File: src/rtl/ram_arb_pkg.sv
// Shared types and helpers for the fetch/data RAM port arbiter.
package ram_arb_pkg;

  typedef enum logic {
    IDLE = 1'b0,
    RMW  = 1'b1
  } arb_state_e;

  typedef enum logic {
    GNT_I = 1'b0,
    GNT_D = 1'b1
  } grant_e;

  // Per-byte-lane merge for read-modify-write stores.
  function automatic logic [7:0] strb_merge(input logic [7:0] old_byte,
                                            input logic [7:0] new_byte,
                                            input logic       strb);
    return strb ? new_byte : old_byte;
  endfunction

endpackage

File: src/rtl/ram_port_arbiter_rr_arbiter2.sv
// Two-requester round-robin; history only moves when both requesters collide.
module rr_arbiter2
  import ram_arb_pkg::*;
(
  input  logic clk,
  input  logic rst_n,
  input  logic req_i,
  input  logic req_d,
  output logic gnt_i,
  output logic gnt_d
);

  grant_e last_grant_q;
  grant_e last_grant_d;

  always_comb begin
    gnt_i        = req_i & (~req_d | (last_grant_q == GNT_D));
    gnt_d        = req_d & (~req_i | (last_grant_q == GNT_I));
    last_grant_d = last_grant_q;
    if (req_i && req_d) begin
      last_grant_d = gnt_d ? GNT_D : GNT_I;
    end
  end

  always_ff @(posedge clk or negedge rst_n) begin
    if (!rst_n) begin
      last_grant_q <= GNT_I;
    end else begin
      last_grant_q <= last_grant_d;
    end
  end

endmodule

File: src/rtl/ram_port_arbiter.sv
// Shares a 1R1W registered-read RAM between a fetch port and a byte-strobed data port,
// turning partial stores into a two-cycle read-modify-write.
module ram_port_arbiter
  import ram_arb_pkg::*;
#(
  parameter int ADDR_W = 10,
  parameter int DATA_W = 32
) (
  input  logic                  clk,
  input  logic                  rst_n,
  input  logic                  i_req_valid,
  output logic                  i_req_ready,
  input  logic [ADDR_W-1:0]     i_req_addr,
  output logic                  i_rsp_valid,
  output logic [DATA_W-1:0]     i_rsp_data,
  input  logic                  d_req_valid,
  output logic                  d_req_ready,
  input  logic                  d_req_we,
  input  logic [ADDR_W-1:0]     d_req_addr,
  input  logic [DATA_W-1:0]     d_req_wdata,
  input  logic [DATA_W/8-1:0]   d_req_strb,
  output logic                  d_rsp_valid,
  output logic [DATA_W-1:0]     d_rsp_data,
  output logic [ADDR_W-1:0]     ram_raddr,
  input  logic [DATA_W-1:0]     ram_q,
  output logic                  ram_wen,
  output logic [ADDR_W-1:0]     ram_waddr,
  output logic [DATA_W-1:0]     ram_d
);

  localparam int STRB_W = DATA_W / 8;

  arb_state_e          state_q, state_d;
  logic [ADDR_W-1:0]   raddr_q, raddr_d;
  logic [ADDR_W-1:0]   rmw_addr_q, rmw_addr_d;
  logic [DATA_W-1:0]   rmw_wdata_q, rmw_wdata_d;
  logic [STRB_W-1:0]   rmw_strb_q, rmw_strb_d;
  logic                i_rsp_valid_q, i_rsp_valid_d;
  logic                d_rd_q, d_rd_d;
  logic                d_wack_q, d_wack_d;

  logic                d_full, d_partial, d_uses_rd;
  logic                arb_req_i, arb_req_d, arb_gnt_i, arb_gnt_d;
  logic                d_acc;
  logic [DATA_W-1:0]   merged_word;

  for (genvar gi = 0; gi < STRB_W; gi++) begin : g_merge
    assign merged_word[gi*8 +: 8] = strb_merge(ram_q[gi*8 +: 8], rmw_wdata_q[gi*8 +: 8],
                                               rmw_strb_q[gi]);
  end

  rr_arbiter2 u_rr (
    .clk   (clk),
    .rst_n (rst_n),
    .req_i (arb_req_i),
    .req_d (arb_req_d),
    .gnt_i (arb_gnt_i),
    .gnt_d (arb_gnt_d)
  );

  always_comb begin
    d_full    = d_req_we & (d_req_strb == {STRB_W{1'b1}});
    d_partial = d_req_we & ~d_full & (d_req_strb != '0);
    d_uses_rd = ~d_req_we | d_partial;

    // The data port stays off the read port while a store is being merged.
    arb_req_i = rst_n & i_req_valid;
    arb_req_d = rst_n & d_req_valid & d_uses_rd & (state_q == IDLE);

    i_req_ready = arb_gnt_i;
    d_req_ready = rst_n & (state_q == IDLE) & (d_uses_rd ? arb_gnt_d : d_req_valid);
    d_acc       = d_req_valid & d_req_ready;

    ram_raddr = raddr_q;
    if (arb_gnt_i) begin
      ram_raddr = i_req_addr;
    end else if (arb_gnt_d) begin
      ram_raddr = d_req_addr;
    end
    raddr_d = ram_raddr;

    ram_wen     = 1'b0;
    ram_waddr   = rmw_addr_q;
    ram_d       = merged_word;
    state_d     = state_q;
    rmw_addr_d  = rmw_addr_q;
    rmw_wdata_d = rmw_wdata_q;
    rmw_strb_d  = rmw_strb_q;

    case (state_q)
      IDLE: begin
        if (d_acc && d_full) begin
          ram_wen   = 1'b1;
          ram_waddr = d_req_addr;
          ram_d     = d_req_wdata;
        end else if (d_acc && d_partial) begin
          state_d     = RMW;
          rmw_addr_d  = d_req_addr;
          rmw_wdata_d = d_req_wdata;
          rmw_strb_d  = d_req_strb;
        end
      end
      RMW: begin
        ram_wen = 1'b1;
        state_d = IDLE;
      end
      default: state_d = IDLE;
    endcase

    i_rsp_valid_d = arb_gnt_i;
    d_rd_d        = d_acc & ~d_req_we;
    d_wack_d      = (d_acc & d_req_we & ~d_partial) | (state_q == RMW);
  end

  always_ff @(posedge clk or negedge rst_n) begin
    if (!rst_n) begin
      state_q       <= IDLE;
      raddr_q       <= '0;
      rmw_addr_q    <= '0;
      rmw_wdata_q   <= '0;
      rmw_strb_q    <= '0;
      i_rsp_valid_q <= 1'b0;
      d_rd_q        <= 1'b0;
      d_wack_q      <= 1'b0;
    end else begin
      state_q       <= state_d;
      raddr_q       <= raddr_d;
      rmw_addr_q    <= rmw_addr_d;
      rmw_wdata_q   <= rmw_wdata_d;
      rmw_strb_q    <= rmw_strb_d;
      i_rsp_valid_q <= i_rsp_valid_d;
      d_rd_q        <= d_rd_d;
      d_wack_q      <= d_wack_d;
    end
  end

  assign i_rsp_valid = i_rsp_valid_q;
  assign i_rsp_data  = ram_q;
  assign d_rsp_valid = d_rd_q | d_wack_q;
  assign d_rsp_data  = d_rd_q ? ram_q : '0;

endmodule

File: config.mk
export PLATFORM = sky130hd
export DESIGN_NAME = ram_port_arbiter
export DESIGN_NICKNAME = d
export VERILOG_FILES = /design/src/rtl/ram_arb_pkg.sv /design/src/rtl/ram_port_arbiter_rr_arbiter2.sv /design/src/rtl/ram_port_arbiter.sv
export SDC_FILE = /design/constraint.sdc
export NUM_CORES = 1
export LEC_CHECK = 0
export CAP_MARGIN = 20
export CORE_UTILIZATION = 33
export CTS_CLUSTER_SIZE = 20
export DETAILED_ROUTE_END_ITERATION = 10
export GPL_ROUTABILITY_DRIVEN = 0
export GPL_TIMING_DRIVEN = 0
export PLACE_DENSITY = 0.8
export SLEW_MARGIN = 25
export SYNTH_ARGS = -nofsm -noshare
export SYNTH_HDL_FRONTEND = slang
export SYNTH_SLANG_ARGS = --single-unit
File: constraint.sdc
create_clock -name clk -period 3.8 [get_ports clk]
set_clock_uncertainty 0.1 [all_clocks]
set_input_delay 0.57 -clock clk [delete_from_list [all_inputs] [get_ports clk]]
set_output_delay 0.57 -clock clk [all_outputs]
set_load 0.05 [all_outputs]
# --- After elaboration in Yosys (flattened, before gate mapping) ---
# Cells that the tools add are included.
op_classes:
  bitwise_logic: 28
  n_reduce_logical: 5
  n_mux: 18
  eq_ne: 1
ops:
  columns: ["operator", "n"]
  rows:
  - ["$mux W32", 3]
  - ["$mux W10", 4]
  - ["$mux W8", 4]
  - ["$and A1 B1 Y1", 15]
  - ["$not A1 Y1", 8]
  - ["$mux W1", 5]
  - ["$or A1 B1 Y1", 5]
  - ["$eq A4 B4 Y1 const B", 1]
  - ["$pmux W1 S2", 2]
  - ["$reduce_bool A4 Y1", 1]
  - ["$logic_and A1 B1 Y1", 3]
  - ["$reduce_and A3 Y1", 1]
totals:
  out_inout_bits: 121
  wordCells: 61
  ff_bits: 61
  input_bits: 93

# --- Depth between registers and ports, before layout ---
# Gate-level depths: netlist of the first run.
depth:
  word_depth: 16
  depth_mapped: 6
  depth_no_buf: 4

# --- Modules after synthesis ---
# Synthesis of the first run repeated with hierarchy kept, for this count alone.
hier_totals:
  hier_cells: 318
  area_unflattened_um2: 3777.4
modules_own_cells:
  columns: ["module", "n_inst", "seq_area_each_um2", "area_each_um2", "cells_per_inst"]
  rows:
  - ["ram_port_arbiter", 1, 1501.4, 3721.1, 312]
  - ["rr_arbiter2", 1, 25.0, 56.3, 6]

# --- Worst setup path before layout of the first run ---
# No wires, ideal clock.
synth_timing:
  kind: "input to output"
  startpoint: "in d_req_strb[2]"
  endpoint: "out ram_d[23]"
  cell_stages: 5
  setup_slack_ns: 0.706
  path_buffers: 2
  t_required_ns: 3.130
  t_arrival_ns: 2.424
  path_cell_list: "and4_1 and4_1 buf_4 buf_2 o21ai_0"
synth_via:
  elab_chain_len: 15
  word_cells_on_any_way: 16
  classes_between: "eq/ne: 1; mux: 3; bitwise: 10; reduce/logical: 2"
synth_rtl:
  columns: ["item", "line_no", "rtl"]
  rows:
  - ["from (decl)", "ram_port_arbiter.sv:21", "input logic [DATA_W/8-1:0] d_req_strb,"]
  - ["$eq A4 B4 Y1", "ram_port_arbiter.sv:62", "d_full = d_req_we & (d_req_strb == {STRB_W{1'b1}});"]
  - ["$and A1 B1 Y1", "ram_port_arbiter.sv:62", null]
  - ["$not A1 Y1", "ram_port_arbiter.sv:63", "d_partial = d_req_we & ~d_full & (d_req_strb != '0);"]
  - ["$and A1 B1 Y1 (2 in a row)", "ram_port_arbiter.sv:63", null]
  - ["$or A1 B1 Y1", "ram_port_arbiter.sv:64", "d_uses_rd = ~d_req_we | d_partial;"]
  - ["$and A1 B1 Y1 (2 in a row)", "ram_port_arbiter.sv:68", "arb_req_d = rst_n & d_req_valid & d_uses_rd & (state_q == IDLE);"]
  - ["$and A1 B1 Y1", "ram_port_arbiter_rr_arbiter2.sv:18", "gnt_d = req_d & (~req_i | (last_grant_q == GNT_I));"]
  - ["$mux W1", "ram_port_arbiter.sv:71", "d_req_ready = rst_n & (state_q == IDLE) & (d_uses_rd ? arb_gnt_d : d_req_valid);"]
  - ["$and A1 B1 Y1", "ram_port_arbiter.sv:71", null]
  - ["$and A1 B1 Y1", "ram_port_arbiter.sv:72", "d_acc = d_req_valid & d_req_ready;"]
  - ["$logic_and A1 B1 Y1 *", "ram_port_arbiter.sv:92", "if (d_acc && d_full) begin"]
  - ["$mux W32 *", "ram_port_arbiter.sv:92", null]
  - ["$mux W32 *", "ram_port_arbiter.sv:90", "case (state_q)"]
  - ["to (decl)", "ram_port_arbiter.sv:28", "output logic [DATA_W-1:0] ram_d"]
# Mark *: on every way between the ends. The rest lies on a longest branch, timed or not.

# --- Final worst setup path of the first run ---
layout_timing:
  startpoint: "in d_req_strb[2]"
  endpoint: "out ram_waddr[2]"
layout_via:
  elab_chain_len: 15
  word_cells_on_any_way: 16
  classes_between: "eq/ne: 1; mux: 3; bitwise: 10; reduce/logical: 2"
layout_rtl:
  columns: ["item", "line_no", "rtl"]
  rows:
  - ["$eq A4 B4 Y1", "ram_port_arbiter.sv:62", null]
  - ["$and A1 B1 Y1", "ram_port_arbiter.sv:62", null]
  - ["$not A1 Y1", "ram_port_arbiter.sv:63", null]
  - ["$and A1 B1 Y1 (2 in a row)", "ram_port_arbiter.sv:63", null]
  - ["$or A1 B1 Y1", "ram_port_arbiter.sv:64", null]
  - ["$and A1 B1 Y1 (2 in a row)", "ram_port_arbiter.sv:68", null]
  - ["$and A1 B1 Y1", "ram_port_arbiter_rr_arbiter2.sv:18", null]
  - ["$mux W1", "ram_port_arbiter.sv:71", null]
  - ["$and A1 B1 Y1", "ram_port_arbiter.sv:71", null]
  - ["$and A1 B1 Y1", "ram_port_arbiter.sv:72", null]
  - ["$logic_and A1 B1 Y1 *", "ram_port_arbiter.sv:92", null]
  - ["$mux W10 *", "ram_port_arbiter.sv:92", null]
  - ["$mux W10 *", "ram_port_arbiter.sv:90", null]
  - ["to (decl)", "ram_port_arbiter.sv:27", "output logic [ADDR_W-1:0] ram_waddr,"]
# Marks and branches as above.

==> qor.csv, run 1 <==
stage,metric,value,unit
route,routedWlPerCell,16.23,um
cts,clkTransAtPathRegs,50,ps
placed_design,dp_hpwl,8919,um
die,die_h,108.8,um
critical_path,worst-setup-path-type,input port to primary output,
logic_synthesis,synthTopCellsByArea,"dfrtp_1, mux2_4, mux2i_1",
die,die-area,11850,um^2
critical_path,cp.arrival,2980,ps
grt,grt_max_degree,37,
grt,grt_pass1_wl,17890,um
sta,hold_viol_final,0,
sta,timing.fmax,0.2741,GHz
route,ant_nets,0,
route,drt_pass1_iterations,4,
power,vdd_drop_max,333.1,uV
critical_path,startpoint_type,input port,
grt,overflow,0,
logic_synthesis,syn_avg_cell_area,11.02,um^2
cells_and_area,drive_gt1_share,21.75,%
route,drt_iter0_drc,113,
cells_and_area,post-route-util,57.79,%
die,io_pins,214,
logic_synthesis,synth-simple-area-share,12.65,%
critical_path,critPathRequiredTime,3130,ps
logic_synthesis,synth_xor_area_share,0.2325,%
cts,clockBufferDepth,2,
cells_and_area,fillers,976,
logic_synthesis,synth_flop_cell,dfrtp_1,
cts,cts-root-buf,clkbuf_16,
cts,cts_inserted_buffers,9,
logic_synthesis,async_reset_ff_share,100.0,%
route,vias,3459,
die,start_util,34.30,%
sta,finalCriticalPeriod,3648,ps
logic_synthesis,synth_edf_count,0,
sta,rsz0062_at_grt,false,
logic_synthesis,synth_seq_area_share,40.52,%
logic_synthesis,yosys.area.top_type,dfrtp_1,
critical_path,crit_path_max_fanout,10,
cells_and_area,num_antenna_cells,0,
cells_and_area,layout.nets,660,
cts,htree_levels,3,
grt,grt_pass1_vias,3542,
cts,cts_setup_buffers,0,
cts,cts-hold-fix-buffers,0,
logic_synthesis,ys_ff_latch,61,
cts,clock_latency,320,ps
die,fp-row-count,38,
logic_synthesis,synthMuxAreaShare,28.13,%
logic_synthesis,synth_warnings,0,
cells_and_area,layout_common_cells,"clkdlybuf4s50_1, dfrtp_1, dlygate4sd2_1, buf_4, nand2_1",
placed_design,port_buffers,213,
run,drv_cap,0,
sta,slew_violations,0,
cells_and_area,syn2layout_area_growth,68.48,%
sta,slew_headroom,51.97,%
sta,setup_viol,0,
grt,globalRouteTotalUtil,19.75,%
route,drc,0,
logic_synthesis,synth_fa_ha_area_share,0,%
grt,antenna_found_initial,0,
cells_and_area,register_area,1526,um^2
status,outcome,"complete, no violations",
cts,cts_tree,done,
hold_path,hold_path.class,input port to async pin,
placed_design,pre_cts_ws,-111.6,ps
route,via_per_inst,4.872,
logic_synthesis,synthesis.nets,435,
route,wl,11520,um
logic_synthesis,synth_top_family_by_area,multiplexers,
sta,setup_slack,152.3,ps
power,leakage,2.923,nW
cells_and_area,final_common_cell,clkdlybuf4s50_1,
die,core_area,10980,um^2
logic_synthesis,syn-instance-count,342,
power,power_density,605.0,nW/um^2
sta,fin_crit_sh,95.99,%
logic_synthesis,syn_area,3767,um^2
logic_synthesis,synth_compound_area_share,8.369,%
die,dieWidth,108.8,um
logic_synthesis,ys_types,31,
cts,clkSinkCount,61,
logic_synthesis,synthDominantCellAreaShare,40.52,%
cells_and_area,multi_input_area,1861,um^2
sta,worst_pin_slew,720.5,ps
critical_path,endpoint_kind,primary output,
-- critical path, stage by stage --
cell and delay, ps:
clkdlybuf4s50_1 590, and4_1 280, and4_1 260, buf_4 210
mux2_2 360, clkdlybuf4s50_1 700
-- repair_timing --
action / CTS / global route
resized for setup: 44 / 4
endpoints found under the setup margin: 44 / 4
endpoints found under the hold margin: 0 / 0
-- cells by family after synthesis --
kind of cell / count (synthesis)
AND/OR/NAND/NOR: 87
AO/OA/AOI/OAI: 49
flip-flops: 61
XOR/XNOR: 1
multiplexers: 88
buffers and inverters: 56
-- cell type report --
cell class,count,share of cell area [%]
Buffer,55,5.933
Multi-Input combinational cell,225,29.31
Inverter,1,0.05914
Clock inverter,1,0.4731
Sequential cell,61,24.05
Timing Repair Buffer,214,33.16
Clock buffer,13,4.258
Tap cell,140,2.760
-- cell usage after synthesis (all sizes together) (2+ instances only) --
cell type  count
a221o         10
or2            2
nor2           2
and2          32
and4           2
clkbuf         6
mux2          56
nor2b          2
nand2         33
dfrtp         61
a21oi          2
o21ai         34
buf           49
mux2i         32
and3          10
-- per-stage QoR --
stage                     instance area (um^2)  hold slack, ps  cells  setup TNS [ps]  total power, mW
final                                     6347           91.43    710               0            3.840
after global routing                      6347           121.2    710               0            4.030
after CTS                                 6337           108.5    710               0            3.877
after detailed placement                  6092           394.6    696           -2489            3.167
after global placement                    6075           387.1    695         -192420            3.125
after floorplan                           3767           174.4    342               0            2.451
-- report_power, final --
part           internal (mW)  total [mW]  switching (mW)
sequential             0.872       0.986           0.114
combinational          0.778        2.03            1.26
clock                  0.553       0.819           0.266
-- flip-flops by register name (all words and copies together) (netlist names) --
signal	flops
i_rsp_valid	1
rmw_wdata_q	32
rmw_strb_q	4
rmw_addr_q	10
d_wack_q	1
u_rr.last_grant_q	1
raddr_q	10
d_rd_q	1
state_q	1
-- final timing paths --
path	from	cells past startpoint	slack [ps]	to
min in group clk	rmw_wdata_q[7]	1	400	rmw_wdata_q[7]
hold / removal	rst_n	1	90	raddr_q[4]
setup reg to reg	state_q	6	1960	rmw_wdata_q[19]
setup / recovery	d_req_strb[2]	6	150	ram_waddr[2]
hold reg to reg	rmw_wdata_q[7]	1	400	rmw_wdata_q[7]
max in group asynchronous	rst_n	2	2970	rmw_wdata_q[23]
-- per-layer routing --
metal / up-vias / wire length (um) / global-route usage [%]
li1: 1621 / - / -
met1: 1679 / 4775 / 23.42
met2: 154 / 5866 / 35.85
met3: 5 / 803 / 4.603
met4: 0 / 75 / 4.633
met5: - / 0 / 0
(Power assumes the default switching activity.)
==> inputs of run 2 (changes only) <==
--- a/config.mk
+++ b/config.mk
@@ -6,12 +6,12 @@
 export NUM_CORES = 1
 export LEC_CHECK = 0
 export CAP_MARGIN = 20
-export CORE_UTILIZATION = 33
+export CORE_UTILIZATION = 42
 export CTS_CLUSTER_SIZE = 20
 export DETAILED_ROUTE_END_ITERATION = 10
 export GPL_ROUTABILITY_DRIVEN = 0
 export GPL_TIMING_DRIVEN = 0
-export PLACE_DENSITY = 0.8
+export PLACE_DENSITY = 0.95
 export SLEW_MARGIN = 25
 export SYNTH_ARGS = -nofsm -noshare
 export SYNTH_HDL_FRONTEND = slang
==> run 2 against run 1 <==
  * Clock power fell by 19%
  * Global-route usage is 5.0 points higher
  * Non-clock buffer count unchanged
  * Maximum frequency is 0.70% lower
  * Utilization increased by 14 points
  * Cell area is 1.4% lower
  * Critical path type unchanged
  * Combinational power about the same
==> qor.csv, run 2 (synthesized netlist as in run 1, its figures left out) <==
stage,metric,value,unit,change
status,outcome,"complete, no violations",,unchanged
cts,cts_setup_buffers,0,,unchanged
sta,rsz0062_at_grt,false,,unchanged
die,core_area,8721,um^2,"was 10,980 um^2"
route,wl,11550,um,"was 11,520 um"
sta,slew_headroom,53.88,%,was 51.97%
cts,clkTransAtPathRegs,70,ps,was 50 ps
route,vias,3493,,"was 3,459"
route,via_per_inst,5.137,,was 4.872
run,drv_cap,0,,unchanged
critical_path,r2r_cells,6,,unchanged
power,leakage,2.911,nW,was 2.923 nW
cts,cts_inserted_buffers,9,,unchanged
cts,cts_tree,done,,unchanged
power,vdd_drop_max,408.8,uV,was 333.1 uV
sta,setup_slack,126.6,ps,was 152.3 ps
grt,grt_max_degree,36,,was 37
die,io_pins,214,,unchanged
placed_design,pre_cts_ws,-96.54,ps,was -111.6 ps
cells_and_area,layout.nets,660,,unchanged
route,drt_iter0_drc,92,,was 113
die,fp-row-count,34,,was 38
die,die_h,96.71,um,was 108.8 um
sta,fin_crit_sh,96.67,%,was 95.99%
cells_and_area,fillers,637,,was 976
cells_and_area,largest_reg_flops,32,,unchanged
cts,cts-root-buf,clkbuf_8,,was clkbuf_16
route,ant_nets,0,,unchanged
cells_and_area,final_common_cell,clkdlybuf4s50_1,,unchanged
cells_and_area,layout_common_cells,"clkdlybuf4s50_1, dfrtp_1, dlygate4sd2_1, buf_4, nand2_1",,unchanged
sta,setup_tns,0,ps,unchanged
grt,antenna_found_initial,0,,unchanged
critical_path,crit_path_max_fanout,10,,unchanged
critical_path,cp_slowest_stage_delay,800,ps,was 700 ps
route,drc,0,,unchanged
sta,finalCriticalPeriod,3673,ps,was 3648 ps
power,power_density,591.1,nW/um^2,was 605.0 nW/um^2
cts,htree_levels,3,,unchanged
cells_and_area,post-route-util,71.75,%,was 57.79%
placed_design,dp_hpwl,8849,um,was 8919 um
grt,grt_pass1_vias,3584,,"was 3,542"
cts,clkSinkCount,61,,unchanged
critical_path,worst-setup-path-type,input port to primary output,,unchanged
sta,timing.fmax,0.2722,GHz,was 0.2741 GHz
sta,setup_viol,0,,unchanged
critical_path,endpoint_kind,primary output,,unchanged
critical_path,startpoint_type,input port,,unchanged
cells_and_area,syn2layout_area_growth,66.09,%,was 68.48%
route,drt_pass1_iterations,4,,unchanged
grt,globalRouteTotalUtil,24.77,%,was 19.75%
sta,worst_pin_slew,691.7,ps,was 720.5 ps
critical_path,cpMaxStageDelayCell,clkdlybuf4s50_1,,unchanged
grt,grt_pass1_wl,18610,um,"was 17,890 um"
critical_path,cp.arrival,3000,ps,was 2980 ps
die,dieWidth,96.71,um,was 108.8 um
die,start_util,43.20,%,was 34.30%
critical_path,worstPathCellList,clkdlybuf4s50_1 -> and4_1 -> and4_1 -> buf_4 -> buf_6 -> or2_2 -> clkdlybuf4s50_1,,was clkdlybuf4s50_1 -> and4_1 -> and4_1 -> buf_4 -> mux2_2 -> clkdlybuf4s50_1
critical_path,critPathRequiredTime,3130,ps,about the same
grt,overflow,0,,unchanged
cells_and_area,reg_top3,"rmw_wdata_q x32, raddr_q x10, rmw_addr_q x10",,unchanged
die,die-area,9353,um^2,"was 11,850 um^2"
cts,clock_latency,330,ps,was 320 ps
sta,slew_violations,0,,unchanged
sta,hold_viol_final,0,,unchanged
placed_design,port_buffers,213,,unchanged
cells_and_area,largest_register,rmw_wdata_q,,unchanged
cells_and_area,num_antenna_cells,0,,unchanged
hold_path,hold_path.class,input port to async pin,,unchanged
route,routedWlPerCell,16.98,um,was 16.23 um
cts,clockBufferDepth,2,,unchanged
cells_and_area,drive_gt1_share,22.20,%,was 21.75%
-- run 2: cell count changes in the layout (fill, tap and decap cells not counted) --
cell	delta
clkdlybuf4s50_1	+1
clkinvlp_4	+3
bufinv_16	+1
clkbuf_8	+8
clkbuf_1	-1
clkbuf_16	-9
dlygate4sd2_1	-5
dlymetal6s2s_1	+4
-- run 2: cell type report --
class / instances / area [um^2] / area share [%]
Sequential cell: 61 / 1526 / 24.40
Clock buffer: 11 / 151.4 / 2.420
Timing Repair Buffer: 214 / 2121 / 33.89
Multi-Input combinational cell: 225 / 1861 / 29.73
Clock inverter: 5 / 82.58 / 1.320
Buffer: 55 / 376.6 / 6.019
Inverter: 1 / 3.754 / 0.05999
Tap cell: 108 / 135.1 / 2.160
-- run 2: per-layer routing --
metal,track usage (%),vias to the layer above,wire (um)
met2,43.99,156,5886
met3,5.202,14,726
met1,29.86,1697,4782
met5,0,-,0
met4,7.807,0,150
li1,-,1626,-
-- run 2: worst max-delay path: cells and delay by family --
| kind | cells | cell delay [ps] |
|---|---|---|
| buf+inv | 4 | 1770 |
| simple gates | 3 | 660 |
-- run 2: through the flow --
step                power (mW)  hold WS, ps  cell area, um^2  std cells
global route             3.859        112.2             6257        680
floorplan                2.451        174.4             3767        342
finish                   3.699        76.37             6257        680
global placement         3.120        387.3             6035        663
detailed placement       3.165        393.4             6052        664
CTS                      3.723        80.44             6237        680
-- run 2: where the power goes --
part | internal, mW | switching [mW]
Sequential | 0.870 | 0.119
Combinational | 0.785 | 1.26
Clock | 0.405 | 0.258
-- run 2: path summary, 6_finish.rpt --
| check | startpoint | endpoint | slack [ps] |
|---|---|---|---|
| setup / recovery | d_req_strb[2] | ram_wen | 130 |
| hold / removal | rst_n | rmw_wdata_q[18] | 80 |
| setup reg to reg | state_q | rmw_wdata_q[20] | 1940 |
| hold reg to reg | raddr_q[7] | raddr_q[7] | 410 |
| max in group asynchronous | rst_n | rmw_strb_q[1] | 2990 |
| min in group clk | raddr_q[7] | raddr_q[7] | 410 |
-- run 2: what timing repair did --
item / in CTS / in global routing
hold buffers: 0 / 0
hold endpoints to repair: 0 / 0
endpoints found under the setup margin: 39 / 8
resized for setup: 39 / 8
